File: src/rtl/mac_acc_pkg.sv
// ----------------------------------------------------------------------------
// mac_acc_pkg
// Shared definitions for the 24-bit multiply-accumulate block: the default
// widths of the product, accumulator and run-length fields, and the state
// encoding of the accumulator FSM.
// ----------------------------------------------------------------------------
package mac_acc_pkg;

    localparam int PROD_W_DEF = 16;
    localparam int ACC_W_DEF  = 24;
    localparam int LEN_W_DEF  = 8;

    typedef enum logic [1:0] {
        IDLE  = 2'd0,
        ACCUM = 2'd1,
        DONE  = 2'd2
    } state_t;

endpackage

File: src/rtl/mac_accumulator_24b_sat_add.sv
// ----------------------------------------------------------------------------
// sat_add_24b
// Combinational saturating adder. It adds an unsigned, zero-extended product
// to the accumulator and clamps the result to all ones when the addition
// carries out of ACC_W bits.
//
// Ports
//   acc_in   : current accumulator value (ACC_W)
//   addend   : unsigned product (PROD_W), zero-extended before the add
//   ovf_in   : current sticky overflow flag
//   sum      : saturated sum (ACC_W)
//   carry    : carry out of the ACC_W+1 bit add (1 = sum was clamped)
//   ovf_out  : updated sticky overflow flag (ovf_in | carry)
// ----------------------------------------------------------------------------
module sat_add_24b
    import mac_acc_pkg::*;
#(
    parameter int PROD_W = PROD_W_DEF,
    parameter int ACC_W  = ACC_W_DEF
) (
    input  logic [ACC_W-1:0]  acc_in,
    input  logic [PROD_W-1:0] addend,
    input  logic              ovf_in,
    output logic [ACC_W-1:0]  sum,
    output logic              carry,
    output logic              ovf_out
);

    logic [ACC_W:0] wide_sum;

    // The extra top bit holds the carry; anything that lands there means the
    // true sum no longer fits, so the result is pinned at full scale.
    always_comb begin
        wide_sum = {1'b0, acc_in} + {{(ACC_W + 1 - PROD_W){1'b0}}, addend};
        carry    = wide_sum[ACC_W];
        sum      = carry ? {ACC_W{1'b1}} : wide_sum[ACC_W-1:0];
        ovf_out  = ovf_in | carry;
    end

endmodule

File: src/rtl/mac_accumulator_24b.sv
// ----------------------------------------------------------------------------
// mac_accumulator_24b
// Accumulates a run of len+1 unsigned products into a saturating 24-bit
// register, then presents the result with a valid/ready handshake.
//
// Ports
//   clk, rst   : clock and synchronous active-high reset
//   start      : begin a run (only honoured in IDLE)
//   clr        : with start, 1 = clear acc_out/ovf, 0 = continue from them
//   len        : with start, run consumes len+1 products
//   in_valid   : product valid        in_ready  : block accepts a product
//   product    : unsigned product input
//   out_valid  : acc_out is final     out_ready : result consumed downstream
//   acc_out    : registered accumulator value
//   ovf        : sticky saturation flag
//   busy       : high while in ACCUM or DONE
// ----------------------------------------------------------------------------
module mac_accumulator_24b
    import mac_acc_pkg::*;
#(
    parameter int PROD_W = PROD_W_DEF,
    parameter int ACC_W  = ACC_W_DEF,
    parameter int LEN_W  = LEN_W_DEF
) (
    input  logic              clk,
    input  logic              rst,
    input  logic              start,
    input  logic              clr,
    input  logic [LEN_W-1:0]  len,
    input  logic              in_valid,
    output logic              in_ready,
    input  logic [PROD_W-1:0] product,
    output logic              out_valid,
    input  logic              out_ready,
    output logic [ACC_W-1:0]  acc_out,
    output logic              ovf,
    output logic              busy
);

    state_t             state;
    state_t             state_next;
    logic [LEN_W-1:0]   count;
    logic               xfer;
    logic [ACC_W-1:0]   sat_sum;
    logic               sat_carry;
    logic               sat_ovf;

    sat_add_24b #(
        .PROD_W (PROD_W),
        .ACC_W  (ACC_W)
    ) u_sat_add (
        .acc_in  (acc_out),
        .addend  (product),
        .ovf_in  (ovf),
        .sum     (sat_sum),
        .carry   (sat_carry),
        .ovf_out (sat_ovf)
    );

    // Next-state and handshake outputs. The count holds the number of
    // products still to come after the current one, so a transfer seen while
    // it is zero is the last of the run.
    always_comb begin
        state_next = state;
        in_ready   = 1'b0;
        out_valid  = 1'b0;
        busy       = 1'b0;
        xfer       = 1'b0;
        case (state)
            IDLE: begin
                if (start) begin
                    state_next = ACCUM;
                end
            end
            ACCUM: begin
                in_ready = 1'b1;
                busy     = 1'b1;
                xfer     = in_valid;
                if (in_valid && (count == '0)) begin
                    state_next = DONE;
                end
            end
            DONE: begin
                out_valid = 1'b1;
                busy      = 1'b1;
                if (out_ready) begin
                    state_next = IDLE;
                end
            end
            default: begin
                state_next = IDLE;
            end
        endcase
    end

    // State register.
    always_ff @(posedge clk) begin
        if (rst) begin
            state <= IDLE;
        end else begin
            state <= state_next;
        end
    end

    // Accumulator, sticky overflow and remaining-count registers. They only
    // move on a start in IDLE or a transfer in ACCUM; DONE holds them.
    always_ff @(posedge clk) begin
        if (rst) begin
            acc_out <= '0;
            ovf     <= 1'b0;
            count   <= '0;
        end else if ((state == IDLE) && start) begin
            count <= len;
            if (clr) begin
                acc_out <= '0;
                ovf     <= 1'b0;
            end
        end else if (xfer) begin
            acc_out <= sat_sum;
            ovf     <= sat_ovf;
            if (count != '0) begin
                count <= count - 1'b1;
            end
        end
    end

    // Documents which add results were clamped; kept for debug visibility.
    logic unused_carry;
    assign unused_carry = sat_carry;

endmodule

File: config.mk
export PLATFORM = sky130hd
export DESIGN_NAME = mac_accumulator_24b
export DESIGN_NICKNAME = d
export VERILOG_FILES = /design/src/rtl/mac_acc_pkg.sv /design/src/rtl/mac_accumulator_24b_sat_add.sv /design/src/rtl/mac_accumulator_24b.sv
export SDC_FILE = /design/constraint.sdc
export NUM_CORES = 1
export LEC_CHECK = 0
export CAP_MARGIN = 20
export CORE_ASPECT_RATIO = 0.5
export CORE_UTILIZATION = 50
export DETAILED_ROUTE_END_ITERATION = 16
export GPL_TIMING_DRIVEN = 0
export PLACE_DENSITY = 0.85
export SYNTH_ARGS = -nofsm -noshare
export SYNTH_HDL_FRONTEND = slang
export SYNTH_SLANG_ARGS = --single-unit
File: constraint.sdc
create_clock -name clk -period 2.7 [get_ports clk]
set_input_delay 0.405 -clock clk [delete_from_list [all_inputs] [get_ports clk]]
set_output_delay 0.405 -clock clk [all_outputs]
set_load 0.1 [all_outputs]
==> qor.txt <==
Routed wire length -> 6.85 mm
WL/cell -> 15.3 um
Fin crit period -> 2640 ps
Cell variety after synth -> 53
I/O pins -> 58
Share of cells above drive strength 1 -> 0.118
Hold Fails Final Rpt -> 0
Maximum vdd drop -> 0.000464 V
Worst setup SP type -> input pin
Final setup fails -> 0
Core box area -> 4590 um2
Post-synthesis sequential area ratio -> 0.279
#FFs+latches synth -> 35
Worst hold path depth -> 2
Root Buffer -> clkbuf_8
Hold crit path type -> register to register
Pre-CTS WS -> -387 ps
Max-Slew Margin vs Limit -> 0.345
Global placer's final weighted congestion -> 0.892
Main flop type after synthesis -> dfxtp_1
CP Capture Type -> register
Final antenna-violating net count -> 0
Skew-Pair Late Insertion Delay -> 310 ps
Row cnt -> 17
Mapped Cells -> 318
Pleak -> 0.00132 uW
Number of synthesized flops with an enable pin -> 0
Top cells by count, synth -> 43 x nand2_1, 35 x dfxtp_1, 29 x a21oi_1
Post-CTS Setup Bufs -> 0
Die W -> 102 um
Cell Area, Synth -> 2510 um2
Layout Utilization -> 0.721
Routed vias -> 2,596
Status -> completed
Layout net count -> 433
R2R Setup Slk -> 180 ps
Max Freq -> 0.378 GHz
Most common cell in the netlist -> nand2_1
Synth Net Count -> 370
Worst R2R Path Depth -> 9
Ant diodes -> 0
Dpl hpwl -> 5.01 mm
DR vias/cell -> 5.79
Crit share post-route -> 0.979
Hold Crit Endpoint -> acc_out[10]
Crit Path Category -> input pin to register
Cts bufs inserted -> 5
CTS tree -> built
Largest area contributor in the netlist -> dfxtp_1
Initial antenna violation count -> 0
Clock skew -> 10.7 ps
Syn-to-layout area delta -> 32.0%
CTS hold repair buffers -> 0
Pwr dens -> 703 nW/um2
Critical Path RT -> 2880 ps
DIE HEIGHT -> 52.1 um
All-layer global routing usage -> 0.263
Synth warnings -> 0
Reg clk slew, reported paths -> 80 ps
WP data arrival -> 2830 ps
Worst-margin pin slew -> 979 ps
Post-route setup slack -> 55.6 ps
Overflow left after global routing -> 0
Pin count of the biggest net entering global routing -> 13
# port buffers -> 56
Synth Area per Inst -> 7.89 um2
Slew Viols, Final -> 0
DRC violations left -> 0
Die ar. -> 5320 um2
Worst R2R End -> acc_out[23]
Synth top area share -> 0.279
Vias in the first global route -> 2,382
Clock H-tree levels -> 2
First-pass GRT wire length -> 10.6 mm
Hold Path Origin -> acc_out[10]
Initial DRC Count -> 102
Largest cells by area after synthesis -> dfxtp_1 28%, ha_1 10%, nand2_1 6.4%
Clock Path Buffers -> 2
Starting density of the core -> 0.546
CTS Sinks -> 35
DRT Pass-1 Iters -> 4
RR Startpoint -> state[0]
MaxCap Viol Count -> 0
Critical Path Fanout Max -> 10
Asr flop ratio synth -> 0
[per-layer routing]
metal	wire length, um	GRT usage	part of all wire	up-vias
li1	-	-	-	1284
met1	3070	0.326	0.45	1227
met2	3300	0.442	0.48	72
met3	353	0.0565	0.052	13
met4	129	0.119	0.019	0
met5	0	0	0	-
[placed cells by master (no fill, tap or decap), drive strengths merged, types with 6 or more instances in the layout]
cell type and instances:
xor2 6, a21oi 29, a211oi 10, nand3 11, and2 7, clkdlybuf4s50 56
buf 6, ha 21, inv 11, nand2 43, mux2i 6, clkbuf 10
a21o 6, nor2 27, xnor2 11, o21ai 25, dfxtp 35
[through the flow]
step	cell area, um2	total power [uW]	setup TNS [ps]	instances	hold WS [ps]
global placement	3170	1850	-4900	440	431
finish	3310	2330	0	448	446
CTS	3260	2290	0	448	449
floorplan	2530	1610	0	318	491
global route	3310	2450	-56.1	448	467
detailed placement	3170	1890	-6160	440	439
[final cells by class]
class	instances	area (um2)
buffer	11	62.6
clock buffer	5	68.8
clock inverter	3	20.0
fill	388	1280
inverter	11	41.3
multi-input combinational	261	1760
sequential	35	719
tap	66	82.6
timing repair buffer	56	561
[cells by family after synthesis]
kind of cell	count (synthesis)	share of synthesized area
and+or+nand+nor	117	0.224
AOI/OAI and AO/OA	99	0.259
DFF	35	0.279
buffers and inverters	22	0.0414
adders and majority gates	22	0.113
xor gates and xnor gates	17	0.0594
muxes	6	0.0239
[critical path, stage by stage]
cell	delay, ps
clkdlybuf4s50_1	400
ha_1	390
and2_4	200
a221o_1	360
a31oi_2	240
o31ai_4	140
and2_1	190
buf_6	140
buf_6	140
a22oi_2	140
nor2_1	70
[power breakdown]
group          total, uW  switching [uW]  leakage [uW]  internal [uW]
Clock                403             223     0.0000402            180
Sequential           667            67.9      0.000292            599
Combinational       1260             844      0.000990            413
[registers in the layout, summed over array words and instances, names as in the netlist]
name / cells
acc_out: 24
count: 8
state: 2
ovf: 1
[worst max-delay path by stage]
| stage | depth (start not counted) | end | from |
|---|---|---|---|
| after floorplan | 9 | acc_out[22] | acc_out[0] |
| after global placement | 10 | acc_out[22] | product[0] |
| after detailed placement | 10 | acc_out[22] | product[0] |
| after CTS | 10 | acc_out[22] | product[0] |
| after global routing | 11 | acc_out[7] | product[12] |
| final | 11 | ovf | product[12] |
[repair_timing]
action | 4_1_cts | 5_1_grt
pin swaps | 2 | 2
cloned | 0 | 0
setup endpoints to repair | 1 | 22
gates resized for setup | 0 | 10
Power figures use the tool's default switching activity.
